--- src/rtl/ram_group_reader.sv ---
// Streams cmd_len words striped across four RAM banks (word i -> bank i%4, row base+i/4 mod DEPTH).
// Latency: first dout_valid RD_LATENCY+1 cycles after command acceptance, then one word per cycle.
// Backpressure: reads are issued only while in-flight reads plus FIFO words fit the 4-entry output FIFO.
module ram_group_reader #(
    parameter int AWIDTH     = 7,
    parameter int DWIDTH     = 64,
    parameter int DEPTH      = 128,
    parameter int RD_LATENCY = 3
) (
    input  logic              clk_i,
    input  logic              rst_ni,
    input  logic              cmd_valid_i,
    output logic              cmd_ready_o,
    input  logic [AWIDTH-1:0] cmd_base_i,
    input  logic [AWIDTH+2:0] cmd_len_i,
    output logic [AWIDTH-1:0] ram_0_addr0_o,
    output logic              ram_0_ce0_o,
    output logic              ram_0_we0_o,
    output logic [DWIDTH-1:0] ram_0_d0_o,
    input  logic [DWIDTH-1:0] ram_0_q0_i,
    output logic [AWIDTH-1:0] ram_1_addr0_o,
    output logic              ram_1_ce0_o,
    output logic              ram_1_we0_o,
    output logic [DWIDTH-1:0] ram_1_d0_o,
    input  logic [DWIDTH-1:0] ram_1_q0_i,
    output logic [AWIDTH-1:0] ram_2_addr0_o,
    output logic              ram_2_ce0_o,
    output logic              ram_2_we0_o,
    output logic [DWIDTH-1:0] ram_2_d0_o,
    input  logic [DWIDTH-1:0] ram_2_q0_i,
    output logic [AWIDTH-1:0] ram_3_addr0_o,
    output logic              ram_3_ce0_o,
    output logic              ram_3_we0_o,
    output logic [DWIDTH-1:0] ram_3_d0_o,
    input  logic [DWIDTH-1:0] ram_3_q0_i,
    output logic [DWIDTH-1:0] dout_data_o,
    output logic              dout_valid_o,
    input  logic              dout_ready_i,
    output logic              busy_o,
    output logic              done_o
);

    localparam logic [1:0] ST_IDLE  = 2'd0;
    localparam logic [1:0] ST_ISSUE = 2'd1;
    localparam logic [1:0] ST_DRAIN = 2'd2;
    localparam int         LW       = AWIDTH + 3;

    logic [1:0]        state_q, state_d;
    logic              armed_q;
    logic              zlen_q, zlen_d;
    logic [LW-1:0]     len_q, len_d;
    logic [LW-1:0]     iss_cnt_q, iss_cnt_d;
    logic [LW-1:0]     pop_cnt_q, pop_cnt_d;
    logic [AWIDTH-1:0] row_q, row_d;

    logic [RD_LATENCY-1:0] tag_vld_q;
    logic [1:0]            tag_bank_q [RD_LATENCY];

    logic [DWIDTH-1:0] fifo_mem_q [4];
    logic [1:0]        wr_ptr_q, rd_ptr_q;
    logic [2:0]        fifo_cnt_q;

    logic              accept, issue, push, pop, last_pop;
    logic [1:0]        bank;
    logic [3:0]        credit_used;
    logic [DWIDTH-1:0] q_sel;

    assign bank         = iss_cnt_q[1:0];
    assign cmd_ready_o  = armed_q && (state_q == ST_IDLE) && !zlen_q;
    assign accept       = cmd_valid_i && cmd_ready_o;
    assign dout_valid_o = (fifo_cnt_q != 3'd0);
    assign dout_data_o  = dout_valid_o ? fifo_mem_q[rd_ptr_q] : '0;
    assign pop          = dout_valid_o && dout_ready_i;
    assign push         = tag_vld_q[RD_LATENCY-1];
    assign last_pop     = pop && (pop_cnt_q == len_q - LW'(1));
    assign done_o       = ((state_q == ST_DRAIN) && last_pop) || zlen_q;
    assign busy_o       = (state_q != ST_IDLE) || zlen_q;

    // A word popped this cycle frees its slot at the same edge the new read's tag enters the pipe,
    // so it counts as a returned credit; without that the stream would stall every fourth cycle.
    always_comb begin
        credit_used = {1'b0, fifo_cnt_q};
        for (int i = 0; i < RD_LATENCY; i++) begin
            credit_used = credit_used + 4'(tag_vld_q[i]);
        end
    end

    assign issue = (state_q == ST_ISSUE) && (iss_cnt_q != len_q) &&
                   (credit_used < (4'd4 + {3'b000, pop}));

    assign ram_0_addr0_o = row_q;
    assign ram_1_addr0_o = row_q;
    assign ram_2_addr0_o = row_q;
    assign ram_3_addr0_o = row_q;
    assign ram_0_ce0_o   = issue && (bank == 2'd0);
    assign ram_1_ce0_o   = issue && (bank == 2'd1);
    assign ram_2_ce0_o   = issue && (bank == 2'd2);
    assign ram_3_ce0_o   = issue && (bank == 2'd3);
    assign ram_0_we0_o   = 1'b0;
    assign ram_1_we0_o   = 1'b0;
    assign ram_2_we0_o   = 1'b0;
    assign ram_3_we0_o   = 1'b0;
    assign ram_0_d0_o    = '0;
    assign ram_1_d0_o    = '0;
    assign ram_2_d0_o    = '0;
    assign ram_3_d0_o    = '0;

    always_comb begin
        case (tag_bank_q[RD_LATENCY-1])
            2'd0:    q_sel = ram_0_q0_i;
            2'd1:    q_sel = ram_1_q0_i;
            2'd2:    q_sel = ram_2_q0_i;
            default: q_sel = ram_3_q0_i;
        endcase
    end

    always_comb begin
        state_d   = state_q;
        len_d     = len_q;
        iss_cnt_d = iss_cnt_q;
        pop_cnt_d = pop_cnt_q;
        row_d     = row_q;
        zlen_d    = 1'b0;
        if (pop) begin
            pop_cnt_d = pop_cnt_q + LW'(1);
        end
        case (state_q)
            ST_IDLE: begin
                if (accept) begin
                    len_d     = cmd_len_i;
                    row_d     = cmd_base_i;
                    iss_cnt_d = '0;
                    pop_cnt_d = '0;
                    if (cmd_len_i == '0) begin
                        zlen_d = 1'b1;
                    end else begin
                        state_d = ST_ISSUE;
                    end
                end
            end
            ST_ISSUE: begin
                if (issue) begin
                    iss_cnt_d = iss_cnt_q + LW'(1);
                    if (bank == 2'd3) begin
                        row_d = (row_q == AWIDTH'(DEPTH - 1)) ? '0 : row_q + AWIDTH'(1);
                    end
                    if (iss_cnt_d == len_q) begin
                        state_d = ST_DRAIN;
                    end
                end
            end
            ST_DRAIN: begin
                if (last_pop) begin
                    state_d = ST_IDLE;
                end
            end
            default: state_d = ST_IDLE;
        endcase
    end

    always_ff @(posedge clk_i or negedge rst_ni) begin
        if (!rst_ni) begin
            state_q   <= ST_IDLE;
            armed_q   <= 1'b0;
            zlen_q    <= 1'b0;
            len_q     <= '0;
            iss_cnt_q <= '0;
            pop_cnt_q <= '0;
            row_q     <= '0;
        end else begin
            state_q   <= state_d;
            armed_q   <= 1'b1;
            zlen_q    <= zlen_d;
            len_q     <= len_d;
            iss_cnt_q <= iss_cnt_d;
            pop_cnt_q <= pop_cnt_d;
            row_q     <= row_d;
        end
    end

    // Tag pipe mirrors the RAM read path so the landing word is captured from the right bank.
    always_ff @(posedge clk_i or negedge rst_ni) begin
        if (!rst_ni) begin
            tag_vld_q <= '0;
            for (int i = 0; i < RD_LATENCY; i++) begin
                tag_bank_q[i] <= 2'd0;
            end
        end else begin
            tag_vld_q[0]  <= issue;
            tag_bank_q[0] <= bank;
            for (int i = 1; i < RD_LATENCY; i++) begin
                tag_vld_q[i]  <= tag_vld_q[i-1];
                tag_bank_q[i] <= tag_bank_q[i-1];
            end
        end
    end

    always_ff @(posedge clk_i or negedge rst_ni) begin
        if (!rst_ni) begin
            wr_ptr_q   <= 2'd0;
            rd_ptr_q   <= 2'd0;
            fifo_cnt_q <= 3'd0;
        end else begin
            if (push) begin
                wr_ptr_q <= wr_ptr_q + 2'd1;
            end
            if (pop) begin
                rd_ptr_q <= rd_ptr_q + 2'd1;
            end
            fifo_cnt_q <= fifo_cnt_q + 3'(push) - 3'(pop);
        end
    end

    // When full with a simultaneous pop, the write lands in the slot being read out this cycle.
    always_ff @(posedge clk_i) begin
        if (push) begin
            fifo_mem_q[wr_ptr_q] <= q_sel;
        end
    end

endmodule

--- config.mk ---
export PLATFORM = sky130hd
export DESIGN_NAME = ram_group_reader
export DESIGN_NICKNAME = d
export VERILOG_FILES = /design/src/rtl/ram_group_reader.sv
export SDC_FILE = /design/constraint.sdc
export NUM_CORES = 1
export LEC_CHECK = 0
export BUFFER_PORTS_ARGS = -buffer_cell sky130_fd_sc_hd__buf_2
export CAP_MARGIN = 20
export CORE_AREA = 2 2 248 250
export DETAILED_ROUTE_END_ITERATION = 8
export DIE_AREA = 0 0 250 252
export PLACE_DENSITY = 0.48
export SLEW_MARGIN = 0
export SYNTH_ARGS = -nofsm -noshare
export SYNTH_HDL_FRONTEND = slang
export SYNTH_SLANG_ARGS = --single-unit
--- constraint.sdc ---
create_clock -name clk_i -period 3.1 [get_ports clk_i]
set_clock_uncertainty 0.2 [all_clocks]
set_input_delay 0.62 -clock clk_i [delete_from_list [all_inputs] [get_ports clk_i]]
set_output_delay 0.62 -clock clk_i [all_outputs]
set_load 0.005 [all_outputs]
==> metrics.yaml, run 1 <==
status:
  status: "finished with violations"
  failed_checks: "negative setup slack"
pwr:
  vdd_ir_drop_max_v: 0.000319
  p_per_area_nw_per_um2: 632
  totalPowerFinal_mw: 12.8
  power.leakage_nw: 8.00
yosys:
  synthCells: 1133
  seq_area_frac_synth_pct: 54.8
  synth.distinct_cells: 52
  synthTopCellsByCount: "buf_4 (281), edfxtp_1 (256), mux4_2 (128)"
  synthMostInstantiatedCell: "buf_4"
  async_flop_share_pct: 18.2
  synth_top_area_cell: "edfxtp_1"
  yosys_warnings: 0
  syn_avg_cell_area_um2: 14.7
  yosys.area.top_type_share_pct: 46.2
  synth_ff_type: "edfxtp_1"
  synth_area_um2: 16600
  yosys-top-cells-area: "edfxtp_1 (46%), mux4_2 (17%), buf_4 (13%), dfrtp_1 (8.6%), and2_1 (2.7%)"
  ys_ff_latch: 313
  synth_edf_count: 256
routing:
  drt-total-wl_um: 42700
  routed-via-count: 9846
  drc_errors: 0
  drt-vias-per-instance: 4.21
  ant_nets: 0
  first_pass_iters: 5
  dr.first_iter.drc_count: 571
  routedWlPerCell_um: 18.3
global_routing:
  grt_max_degree: 66
  grt.overflow.total: 0
  gr-usage-all-layers_pct: 12.7
  grt_pass1_wl_um: 60700
  grt_pass1_vias: 9973
  antenna_found_initial: 2
critical_path:
  cp.required_ns: 2.28
  critPathLaunchType: "register"
  end_kind: "output port"
  cp_max_fo: 3
  worstPathArrival_ns: 3.04
  r2r_cells: 11
  critical_path_class: "register to output port"
timing:
  setup_viol: 21
  relSlewSlack_pct: 63.0
  worstMarginPinSlew_ns: 0.551
  min_period_over_period_pct: 125
  drv_slew: 0
  fmax_mhz: 259
  fin_crit_ns: 3.86
  rsz0062_at_grt: "true"
  hold_violations: 0
  fin_tns_setup_ns: -5.51
  layout_setup_ws_ns: -0.764
min_path:
  hold_class: "input pin to register"
  holdPathStages: 3
layout:
  area_delta_synth_final_pct: 21.6
  drive_gt1_share_pct: 42.2
  fin_util_pct: 33.7
  fillCellCount: 5975
  diodes: 0
  nNetsFinal: 1826
floorplan:
  fp.dieW_um: 250
  fp.dieH_um: 252
  initial_core_util_pct: 27.7
  rows: 90
  die_area_um2: 63000
  io_pins: 637
  core_area_um2: 60100
clocking:
  clock_path_buffers: 3
  numClockSinks: 313
  cts_tree: "built"
  clk_latency_ns: 0.54
  cts_root_buffer: "clkbuf_16"
  htree_levels: 2
  clk_pin_slew_ns: 0.06
  cts_inserted_buffers: 37
placement:
  io_buffers: 376
  hpwl_um: 28700
  gp_congestion: 0.788
flow_run:
  drv_cap: 0
[power by group]
part	total (mW)	internal (mW)	switching [mW]	leakage, nW
logic	3.99	2.15	1.84	4.46
clock network	4.03	2.32	1.71	0.531
registers	4.77	4.64	0.128	3.01
total	12.8	9.12	3.67	8.00
[flip-flops by register name, summed over array words and instances (netlist names)]
register / cells
tag_vld_q: 3
fifo_mem_q: 256
pop_cnt_q: 10
state_q: 2
rd_ptr_q: 2
ram_0_addr0_o: 7
tag_bank_q: 6
iss_cnt_q: 10
zlen_q: 1
wr_ptr_q: 2
fifo_cnt_q: 3
len_q: 10
armed_q: 1
[cells by family (layout without fill, tap and decap cells)]
family | Yosys count | after routing | share of synthesized area, %
buffers and inverters | 357 | 519 | 14.6
flip-flops | 313 | 313 | 54.8
AND/OR/NAND/NOR | 202 | 202 | 6.76
multiplexers | 129 | 129 | 17.4
AO/OA/AOI/OAI | 63 | 63 | 2.43
XOR/XNOR | 49 | 49 | 2.58
adder cells (fa/ha/maj) | 18 | 18 | 1.49
other | 2 | 261 | 0.0451
[worst max-delay path, stage by stage, from the launching register on]
cell and delay [ns]:
dfrtp_1 0.39, fa_1 0.54, ha_2 0.18, inv_2 0.04, fa_1 0.47, nand3b_1 0.08
a221o_1 0.39, buf_4 0.18, nor3_4 0.10, buf_2 0.14
[placed cells by master, fill, tap and decap left out, types with 3 or more instances in the layout]
cell type   netlist  final
clkinvlp_4        0      3
a22o_1            3      3
nor3_1           10      7
and3_1            6      6
buf_16            0      6
fa_1              3      3
mux4_2          128    128
buf_12            0     12
xor2_1           18     18
o31ai_1           4      4
nor4_1            4      3
nand3b_1          3      3
ha_1             15     13
conb_1            2    261
nand4_1           6      6
edfxtp_1        256    256
a21oi_2           0      7
dfrtp_4           0      4
nand3_1          15     13
buf_2            18    376
clkinv_2          0      4
a21oi_1          16      9
clkbuf_16         0     41
buf_6             1      9
xnor2_1          31     31
nand2_1          45     45
nor2_1           25     24
and2_4            0      5
dfrtp_1          57     53
a31oi_1           5      5
buf_4           281     25
o21ai_0          21     17
inv_2             0      3
nor3_4            0      3
clkbuf_1         28     11
and2_1           73     67
inv_1            23     20
[area by class of cell]
cell class	count	area (µm²)	area share, %
Sequential cell	313	9130	45.1
Multi-Input combinational cell	722	6240	30.8
Timing Repair Buffer	434	2700	13.3
Clock buffer	49	981	4.85
Tap cell	782	978	4.83
Clock inverter	13	123	0.606
Inverter	23	86.3	0.427
[per-layer routing]
layer  routed length, µm  global-route usage [%]
met4                 609                    2.72
met3                2340                    2.49
met1               17500                    16.0
met2               22200                    22.5
met5                  13                       0
[path summary, 6_finish.rpt]
kind,start,end,slack [ns]
min,cmd_len_i[8],len_q[8],0.09
max reg2reg,tag_vld_q[0],iss_cnt_q[6],-0.28
max,tag_vld_q[0],ram_3_ce0_o,-0.76
max in group asynchronous,rst_ni,tag_bank_q[0],1.98
min in group asynchronous,rst_ni,len_q[9],0.41
min reg2reg,tag_bank_q[5],tag_bank_q[3],0.14
[what timing repair did]
action                                 4_1_cts  5_1_grt
setup buffers                               11       13
pin swaps                                    9       16
setup endpoints to repair                   71       46
endpoints found under the hold margin       57        0
gates cloned                                 4        4
hold buffers                                 1        0
gates resized for setup                     23       38
[through the flow]
step           setup WS, ns  std cells  instance area [µm²]  hold slack [ns]
4_1_cts              -0.790       2323                19900           0.0480
6_report             -0.764       2336                20200           0.0852
5_1_grt              -0.917       2336                20200           0.0668
2_1_floorplan        -0.202       1392                17600            0.124
3_5_place_dp         -0.221       2245                18500            0.135
3_3_place_gp         -0.221       2245                18500            0.133
Note: power is estimated with default switching activity, not from simulation.
==> run 2: changes to the inputs <==
- BUFFER_PORTS_ARGS: -buffer_cell sky130_fd_sc_hd__buf_2 -> unset
- DONT_BUFFER_PORTS: unset -> 1
- PLACE_DENSITY: 0.48 -> 0.37
- clock period: 3.1 -> 4.4 ns (I/O delays scaled with it)
==> metrics.yaml, run 2 (synthesized netlist as in run 1, its figures left out) <==
status:
  status: "finished, final reports clean"
critical_path:
  critical_path_class: "register to output port"
  r2r_end: "ram_0_addr0_o[1]"
  critPathLaunchType: "register"
  critPathSlowestCell: "fa_1"
  startpoint: "tag_vld_q[0]"
  cpMostUsedCell: "fa_1"
  r2r_cells: 9
  path_cells: "fa_1 -> ha_1 -> inv_1 -> fa_1 -> nand3b_1 -> a221o_1 -> nor2_1 -> and2_1"
  cp.required_ns: 3.32
  r2r-start: "tag_vld_q[0]"
  slowest_delay_ns: 0.54
  cp_max_fo: 7
  worstPathArrival_ns: 3.12
  ff2ff_setup_slack_ns: 0.86
  end_kind: "output port"
  critPathCapture: "ram_1_ce0_o"
min_path:
  min-delay-start: "tag_bank_q[2]"
  hold_class: "register to register"
clocking:
  numClockSinks: 313
  clock_path_buffers: 3
  cts_inserted_buffers: 39
  cts_resized: 0
  cts_tree: "built"
  clk_latency_ns: 0.54
  clk_pin_slew_ns: 0.06
  htree_levels: 2
  cts_root_buffer: "clkbuf_16"
  post-cts-setup-buffer-count: 0
floorplan:
  die_area_um2: 63000
  io_pins: 637
  fp.dieW_um: 250
  initial_core_util_pct: 27.7
  fp.dieH_um: 252
  core_area_um2: 60100
  rows: 90
timing:
  rsz0062_at_grt: "false"
  fin_crit_ns: 4.20
  worstMarginPinSlew_ns: 1.01
  hold_violations: 0
  relSlewSlack_pct: 32.8
  drv_slew: 0
  min_period_over_period_pct: 95.4
  setup_viol: 0
  fin_tns_setup_ns: 0
  fmax_mhz: 238
global_routing:
  grt_max_degree: 65
  grt.overflow.total: 0
  grt_pass1_vias: 8331
  grt_pass1_wl_um: 56500
  gr-usage-all-layers_pct: 12.0
  antenna_found_initial: 3
routing:
  drt-total-wl_um: 39500
  drt-vias-per-instance: 4.28
  dr.first_iter.drc_count: 367
  first_pass_iters: 6
  ant_nets: 0
  routed-via-count: 8223
  drc_errors: 0
  routedWlPerCell_um: 20.6
layout:
  largest-register: "fifo_mem_q"
  final_area_um2: 17700
  drive_gt1_share_pct: 18.7
  layout_commonest_cell: "conb_1"
  final_cell_mix: "conb_1 (261), edfxtp_1 (256), mux4_2 (128), and2_1 (69), dfrtp_1 (53)"
  area_delta_synth_final_pct: 6.34
  diodes: 0
  nNetsFinal: 1412
  largest_reg_flops: 256
pwr:
  p_per_area_nw_per_um2: 476
  power.leakage_nw: 6.19
  vdd_ir_drop_max_v: 0.000237
placement:
  io_buffers: 0
  placed_cell_area_um2: 16400
  hpwl_um: 26500
  gp_congestion: 0.725
flow_run:
  drv_cap: 0
run 2: cell count changes in the layout (fill, tap and decap cells not counted), moves of 5 or more:
cell / change
buf_6: -9
buf_2: -376
a21oi_1: +7
buf_16: -5
buf_12: -9
buf_4: -13
a21oi_2: -7
run 2: metrics by stage:
stage	power (mW)	hold WS, ns	setup slack, ns	instances	utilization [%]
after floorplan	5.01	0.131	0.772	1392	-
after CTS	8.65	0.147	0.134	1920	29.4
after global routing	8.87	0.150	0.0124	1920	29.4
after global placement	5.47	0.132	0.739	1855	27.3
after detailed placement	5.47	0.135	0.748	1856	27.4
final	8.42	0.144	0.202	1920	29.4
run 2: timing repair:
action,4_1_cts,5_1_grt
hold buffers,2,0
hold endpoints to repair,57,0
endpoints found under the setup margin,0,0
run 2: where the power goes:
part / internal [mW] / total [mW] / switching, mW
registers: 3.27 / 3.46 / 0.183
logic: 0.899 / 1.88 / 0.977
clock network: 1.88 / 3.09 / 1.21
run 2: critical path, delay by kind of cell (launching register included):
| kind | cells | cell delay, ns |
|---|---|---|
| buffers and inverters | 1 | 0.05 |
| adder cells (fa/ha/maj) | 3 | 1.17 |
| AO/OA/AOI/OAI | 1 | 0.44 |
| flip-flops | 1 | 0.40 |
| AND/OR/NAND/NOR | 3 | 0.50 |
run 2: area by class of cell:
class / instances / area (µm²)
clock inverters: 11 / 184
inverters: 23 / 86.3
repair buffers: 18 / 203
fillers: 6067 / 42400
flip-flops and latches: 313 / 9130
multi-input cells: 722 / 6090
well taps: 782 / 978
clock buffers: 51 / 1030
run 2: metal layers:
layer  wire length (µm)  track usage (%)  vias to the layer above  part of all wire, %
met2              20200             20.4                      293                   51
met3               2500             2.78                       54                  6.3
met5                 25                0                        -                0.063
met1              16100             15.3                     4264                   41
li1                   -                -                     3608                    -
met4                725             3.37                        4                  1.8
run 2: how the worst min path moves through the flow:
stage,endpoint,slack (ns),cells after the start
2_1_floorplan,tag_bank_q[0],0.13,0
4_1_cts,tag_bank_q[3],0.15,0
3_5_place_dp,tag_bank_q[3],0.13,0
6_report,tag_bank_q[0],0.14,0
3_3_place_gp,tag_bank_q[0],0.13,0
5_1_grt,tag_bank_q[1],0.15,0
